==> config.mk <==
export PLATFORM = sky130hd
export DESIGN_NAME = bcd_down_timer
export DESIGN_NICKNAME = d
export VERILOG_FILES = /design/src/rtl/bcd_down_pkg.sv /design/src/rtl/bcd_digit_dec.sv /design/src/rtl/bcd_down_timer.sv
export SDC_FILE = /design/constraint.sdc
export NUM_CORES = 1
export LEC_CHECK = 0
export ABC_AREA = 1
export BUFFER_PORTS_ARGS = -buffer_cell sky130_fd_sc_hd__buf_2
export CAP_MARGIN = 20
export CELL_PAD_IN_SITES_DETAIL_PLACEMENT = 0
export CELL_PAD_IN_SITES_GLOBAL_PLACEMENT = 1
export CORE_MARGIN = 2
export CORE_UTILIZATION = 33
export CTS_CLUSTER_DIAMETER = 100
export CTS_CLUSTER_SIZE = 28
export DETAILED_ROUTE_END_ITERATION = 7
export PLACE_DENSITY_LB_ADDON = 0.08
export SYNTH_ARGS = -nofsm -noshare
export SYNTH_HDL_FRONTEND = slang
export SYNTH_SLANG_ARGS = --single-unit
==> constraint.sdc <==
create_clock -name clock -period 1.5 [get_ports clock]
set_input_delay 0.15 -clock clock [delete_from_list [all_inputs] [get_ports clock]]
set_output_delay 0.15 -clock clock [all_outputs]
set_load 0.005 [all_outputs]
==> src/rtl/bcd_down_pkg.sv <==
// rtl/bcd_down_pkg.sv - shared state type, digit constants and sanitizer for the BCD down timer
package bcd_down_pkg;

  typedef enum logic [1:0] {
    IDLE = 2'd0,
    RUN  = 2'd1,
    DONE = 2'd2
  } state_t;

  localparam int         BCD_W        = 4;
  localparam logic [3:0] BCD_MAX      = 4'd9;
  localparam int         PRESCALE_DIV = 10;

  // Out-of-range nibbles saturate to 9 so the stored value is always legal BCD.
  function automatic logic [BCD_W-1:0] sanitize_digit(input logic [BCD_W-1:0] d);
    return (d > BCD_MAX) ? BCD_MAX : d;
  endfunction

endpackage

==> src/rtl/bcd_digit_dec.sv <==
// rtl/bcd_digit_dec.sv - combinational single-digit BCD decrementer with borrow chain
module bcd_digit_dec
  import bcd_down_pkg::*;
(
  input  logic [BCD_W-1:0] digit,
  input  logic             borrow_in,
  output logic [BCD_W-1:0] digit_next,
  output logic             borrow_out
);

  always_comb begin
    digit_next = digit;
    borrow_out = 1'b0;
    if (borrow_in) begin
      if (digit == '0) begin
        digit_next = BCD_MAX;
        borrow_out = 1'b1;
      end else begin
        digit_next = digit - 1'b1;
      end
    end
  end

endmodule

==> src/rtl/bcd_down_timer.sv <==
// rtl/bcd_down_timer.sv - multi-digit BCD countdown timer with one-shot or auto-reload expiry
// Optional: define BCD_DOWN_PRESCALE_EN for a mod-10 prescaler (10 enabled cycles per count step).
module bcd_down_timer
  import bcd_down_pkg::*;
#(
  parameter int DIGITS = 2
) (
  input  logic                  clock,
  input  logic                  reset,
  input  logic                  load,
  input  logic [4*DIGITS-1:0]   load_val,
  input  logic                  start,
  input  logic                  en,
  input  logic                  auto_reload,
  output logic [4*DIGITS-1:0]   count,
  output logic                  busy,
  output logic                  done,
  output logic                  zero,
  output logic                  load_err
);

  localparam int CW = BCD_W * DIGITS;

  state_t          state_q, state_d;
  logic [CW-1:0]   count_q, count_d;
  logic [CW-1:0]   reload_q, reload_d;
  logic [CW-1:0]   count_dec;
  logic [CW-1:0]   load_clean;
  logic            load_bad;
  logic            done_q, done_d;
  logic            err_q, err_d;
  logic [DIGITS:0] borrow;
  logic            step;
  logic            at_one;

  assign borrow[0] = 1'b1;

  for (genvar i = 0; i < DIGITS; i++) begin : g_dig
    bcd_digit_dec u_dec (
      .digit      (count_q[i*BCD_W +: BCD_W]),
      .borrow_in  (borrow[i]),
      .digit_next (count_dec[i*BCD_W +: BCD_W]),
      .borrow_out (borrow[i+1])
    );
  end

  // A borrow out of the top digit means the count was 0; treat it as expiry so a run never wraps to all 9s.
  assign at_one = (count_dec == '0) || borrow[DIGITS];

  always_comb begin
    load_clean = '0;
    load_bad   = 1'b0;
    for (int i = 0; i < DIGITS; i++) begin
      load_clean[i*BCD_W +: BCD_W] = sanitize_digit(load_val[i*BCD_W +: BCD_W]);
      if (load_val[i*BCD_W +: BCD_W] > BCD_MAX) begin
        load_bad = 1'b1;
      end
    end
  end

`ifdef BCD_DOWN_PRESCALE_EN
  localparam logic [BCD_W-1:0] PRE_LAST = BCD_W'(PRESCALE_DIV - 1);

  logic [BCD_W-1:0] pre_q, pre_d;

  always_comb begin
    pre_d = pre_q;
    step  = 1'b0;
    if (state_q == RUN && en) begin
      if (pre_q == PRE_LAST) begin
        pre_d = '0;
        step  = 1'b1;
      end else begin
        pre_d = pre_q + 1'b1;
      end
    end
    if (load || (start && state_q != RUN)) begin
      pre_d = '0;
    end
  end

  always_ff @(posedge clock) begin
    if (reset) begin
      pre_q <= '0;
    end else begin
      pre_q <= pre_d;
    end
  end
`else
  assign step = (state_q == RUN) && en;
`endif

  always_comb begin
    state_d  = state_q;
    count_d  = count_q;
    reload_d = reload_q;
    err_d    = err_q;
    done_d   = 1'b0;
    if (load) begin
      count_d  = load_clean;
      reload_d = load_clean;
      err_d    = load_bad;
      state_d  = IDLE;
    end else begin
      case (state_q)
        IDLE: begin
          if (start && count_q != '0) begin
            state_d = RUN;
          end
        end
        RUN: begin
          if (step) begin
            if (at_one) begin
              done_d = 1'b1;
              if (auto_reload) begin
                count_d = reload_q;
              end else begin
                count_d = '0;
                state_d = DONE;
              end
            end else begin
              count_d = count_dec;
            end
          end
        end
        DONE: begin
          if (start) begin
            count_d = reload_q;
            state_d = (reload_q != '0) ? RUN : IDLE;
          end
        end
        default: state_d = IDLE;
      endcase
    end
  end

  always_ff @(posedge clock) begin
    if (reset) begin
      state_q  <= IDLE;
      count_q  <= '0;
      reload_q <= '0;
      done_q   <= 1'b0;
      err_q    <= 1'b0;
    end else begin
      state_q  <= state_d;
      count_q  <= count_d;
      reload_q <= reload_d;
      done_q   <= done_d;
      err_q    <= err_d;
    end
  end

  assign count    = count_q;
  assign busy     = (state_q == RUN);
  assign done     = done_q;
  assign zero     = (count_q == '0);
  assign load_err = err_q;

endmodule

== Word level (Yosys, flattened, before mapping) ==
Index checks and enable logic that the tools add are counted.
Word-level totals
  bits in registers: 20
  input bits: 14
  word-level logic and storage cells: 59
Operators by class
  order comparisons: 2
  bitwise operators: 2
  add/subtract/negate cells: 2
  multiplexer cells: 24
  equal/unequal tests: 9
  reductions and logical operators: 15
Operators with widths (number)
  $mux W8: 5
  $mux W4: 5
  $logic_not A8 Y1: 2
  $pmux W8 S2: 1
  $reduce_bool A8 Y1: 2
  $mux W2: 5
  $gt A4 B4 Y1 const B: 2
  $logic_not A4 Y1: 2
  $sub A4 B1 Y4 const B: 2
  $mux W1: 7
  $ne A2 B2 Y1 const B: 3
  $pmux W2 S3: 1
  $reduce_and A5 Y1: 1
  $ne A2 B1 Y1 const B: 2
  $reduce_or A4 Y1: 1
  $ne A3 B2 Y1 const B: 1
  $ne A3 B3 Y1 const B: 1
  $reduce_and A3 Y1: 1
  $reduce_bool A3 Y1: 1
  $eq A2 B1 Y1 const B: 1
  $eq A2 B2 Y1 const B: 1
  $logic_and A1 B1 Y1: 2
  $logic_not A2 Y1: 1
  $not A1 Y1: 2
  other kinds (2): 2

== Longest topological paths before layout ==
  depth in word-level cells: 9
  mapped depth: 13

== Cells and area by module ==
A second synthesis with hierarchy kept.
Second synthesis, totals
  cells, all modules: 199
  area total of the unflattened synthesis: 1368.8 um^2
By module, submodules not included
  bcd_down_timer: cells an instance 165, area an instance 1193.6 um^2, instances 1
  bcd_digit_dec: cells an instance 17, area an instance 87.6 um^2, instances 2

== Worst setup path before layout ==
No wires, ideal clock.
  path kind: reg-to-reg
  start point: register count_q[2], in the netlist count[2]
  end point: register count_q[3], in the netlist count[3]
  buffers on the path: 0
  setup slack: 0.083 ns
  data arrival time: 1.298 ns
  cell stages (with the launch flop): 13
  cell sequence: dfxtp_1 > nor2_4 > nand3_1 > nand2_1 > nand2_2 > nor2_4 > nand2_2 > nand2_4 > nand2_1 > nand3_1 > nand2_1 > nand2_1 > a21oi_1
On the way
  longest elaborated chain between the ends: 9
  elaborated cells between the ends (all ways): 12
  those cells by class: add/sub: 1; mux: 8; reduce/logical: 3
Ends and longest elaborated chain
  start, declared: line bcd_down_timer.sv:25  | logic [CW-1:0] count_q, count_d;
  start signal, assigned: line bcd_down_timer.sv:146  | count_q <= count_d;
  parallel branches: the longest is 5 deep, another holds $sub A4 B1 Y4
  $mux W8 (*): line bcd_down_timer.sv:113  | if (at_one) begin
  $mux W8 (*): line bcd_down_timer.sv:112  | if (step) begin
  $pmux W8 S2 (*): line bcd_down_timer.sv:105  | case (state_q)
  $mux W8 (*): line bcd_down_timer.sv:99  | if (load) begin
Every way passes the cells marked *. The select of a mux whose other input is x is not followed.
A chain may end at the register's enable or synchronous reset.

== Final worst setup path ==
  start point: register count_q[2], in the netlist count[2]
  end point: register count_q[6], in the netlist count[6]
Same word-level chain as after synthesis.

==> results.toml <==
[global_routing]
antenna_found_initial = 0
grt_pass1_wl_um = 6550
grt_start_max_net_pins = 16
grt_pass1_vias = 1427
gr-total-overflow = 0
track_usage_pct = 19.9

[critical_path]
critical_path_buf_inv_count = 1
cp-start-kind = "flop"
cp.arrival_ps = 1730
crit_path_end_kind = "flop"
critical-path-max-stage-delay_ps = 340
required_ps = 1660
crit_type = "reg -> reg"
slowest_stage = "dfxtp_2"
crit_chain = "nor2_4 -> nand2_4 -> inv_2 -> nand3_2 -> nand2_2 -> nor2_4 -> nand2_4 -> nand2_2 -> nand3_1 -> nand2_1 -> a21oi_2 -> nor2_1"
rr_startpoint = "count[2]"
startpoint = "count[2]"
crit_path_max_fanout = 6
critical-path-top-delay-family = "simple AND/OR/NAND/NOR gates"

[sta]
period_minus_slack_ps = 1560
worst_slack_ps = -63.3
maxSlewViolCount = 0
hold_violations = 0
slew-limit-headroom_pct = 76.8
clock.fmax_mhz = 640
fin_crit_sh_pct = 104
setup_viol = 10
worst_pin_slew_ps = 344
clock-skew-final_ps = 2.19
rsz0062_at_grt = "yes"

[drt]
wl_per_cell_um = 13.4
routed_via_density = 5.00
drtPass1Iterations = 4
routed_wirelength_um = 3900
drc = 0
final_antenna_net_count = 0
drtIter0Drc = 43
vias = 1459

[logic_synthesis]
syn-num-nets = 209
yosysSeqAreaShare_pct = 32.1
synth_area_sq_um = 1250
yosys.cell_types.count = 25
synth_top_area_cell = "dfxtp_1"
netlist_top_cells_area = "dfxtp_1 (32%), nand2_1 (11%), inv_1 (9.6%), nand3_1 (7.6%), a21oi_1 (6.8%)"
synthCells = 195
ys_warn_count = 0
synth_top_area_share_pct = 32.1
ys_ff_latch = 20
avgSynthCellArea_sq_um = 6.39

[floorplan]
io_pins = 26
dieArea_sq_um = 4280
die_h_um = 65.5
rows = 22
start_util_pct = 34.3
core-area_sq_um = 3630
die_width_um = 65.5

[clocking]
cts_max_path_buffers = 2
clkSinkCount = 20
clk_pin_slew_ps = 80
insertion_delay_ps = 260
cts.hold.buffers_added = 0
root_buffer = "clkbuf_8"
cts_tree = "yes"
htreeDepth = 1
numCtsBuffers = 3

[final_layout]
fillCellCount = 414
multi_input_comb_area_sq_um = 798
register_area_sq_um = 407
layout.nets = 259
final_area_sq_um = 1780
syn_to_final_growth_pct = 42.5
diodes = 0
drive_gt1_share_pct = 39.3
finish.utilization_pct = 48.9

[status]
status = "finished, violations left"
violations = "negative setup slack"

[power]
power_density_nw_per_um2 = 918
p_sw_mw = 0.565
switching_share_pct = 34.7
p_int_mw = 1.06
p_clk_share_pct = 26.4
combPwrFrac_pct = 36.4
p_seq_share_pct = 37.2
p_leak_nw = 0.893
peakVddDrop_mv = 0.413

[hold_path]
hp-class = "in -> reg"
min-delay-start = "start"

[flow_run]
drv_cap = 0

[placed_design]
gp_congestion = 0.797
placed_area_sq_um = 1590
dp_hpwl_um = 2910
portBuffers = 25
==> synthesized netlist by cell type <==
| master | count |
|---|---|
| inv_1 | 32 |
| nor2_2 | 2 |
| nand2_2 | 5 |
| nor2_4 | 4 |
| nand4_1 | 3 |
| nand3_1 | 19 |
| nand2_4 | 2 |
| dfxtp_1 | 20 |
| o21bai_1 | 1 |
| nand3_2 | 2 |
| o211ai_1 | 1 |
| o31ai_1 | 1 |
| o21ai_0 | 15 |
| inv_2 | 1 |
| nor3_1 | 1 |
| nor2_1 | 17 |
| buf_2 | 1 |
| clkbuf_1 | 4 |
| a311oi_1 | 1 |
| clkinv_1 | 1 |
| nor4_1 | 2 |
| nor3_2 | 1 |
| a21oi_1 | 17 |
| nand2_1 | 37 |
| o22ai_1 | 5 |
==> layer usage <==
layer / up-vias / wire length, um / global-route usage (%)
met3: 5 / 146 / 3.77
met5: - / 0 / 0
met1: 689 / 1760 / 24.2
li1: 734 / - / -
met2: 31 / 1950 / 35.7
met4: 0 / 40 / 5.47
==> layout make-up <==
type                            count  area share (%)
Clock buffer                        4            3.10
Inverter                           34            7.19
Multi-Input combinational cell    137            45.0
Sequential cell                    20            22.9
Tap cell                           48            3.38
Timing Repair Buffer               49            18.5
==> power by group through the flow <==
stage / Combinational, mW / Sequential, mW / Clock, mW
2_1_floorplan: 0.290 / 0.615 / 0
3_3_place_gp: 0.504 / 0.611 / 0
3_5_place_dp: 0.505 / 0.612 / 0
4_1_cts: 0.550 / 0.603 / 0.442
5_1_grt: 0.658 / 0.612 / 0.468
6_report: 0.593 / 0.606 / 0.430
==> layout by cell type (no fill, tap or decap), types with 4 or more instances in the layout <==
cell type  synthesis  layout
nand2_2            5       9
o22ai_1            5       5
nand3_2            2       7
dfxtp_2            0       5
nand2_1           37      33
nand3_1           19      14
inv_1             32      30
nor2_4             4       7
a21oi_2            0       8
a21oi_1           17       9
buf_4              0      22
o21ai_0           15      15
nor2_1            17      16
clkbuf_8           0       4
dfxtp_1           20      15
buf_2              1      24
==> kinds of logic (layout without fill, tap and decap cells) <==
family	Yosys count	after routing	synth area share, %
compound gates	41	41	17.9
buf+inv	39	87	11.8
simple gates	95	96	38.2
flops	20	20	32.1
==> stage by stage <==
step                      setup WS, ps  power (mW)  instances  TNS [ps]  hold slack [ps]
after floorplan                   83.1       0.906        195         0              254
after global placement           -72.6        1.12        285      -161              365
after detailed placement         -90.5        1.12        285      -259              367
after CTS                        -41.5        1.59        291      -140             86.0
after global routing              -163        1.74        292     -1320             84.4
final                            -63.3        1.63        292      -260             89.8
==> repair_timing <==
item                                    in CTS  in global routing
endpoints found under the setup margin      10                 12
gates resized for setup                     15                 17
pin swaps                                    6                  9
cloned                                       1                  0
buffers inserted                             1                  1
==> registers in the layout (all words and copies together) (netlist names) <==
register and count:
count 8, state_q 2, load_err 1, reload_q 8, done 1
==> final timing paths <==
path	endpoint	slack, ps	cells after the start
worst min-delay path	state_q[1]	90	2
worst min register to register	load_err	500	2
worst max register to register	count[6]	-60	12
worst max-delay path	count[6]	-60	12
Power figures use the tool's default switching activity.
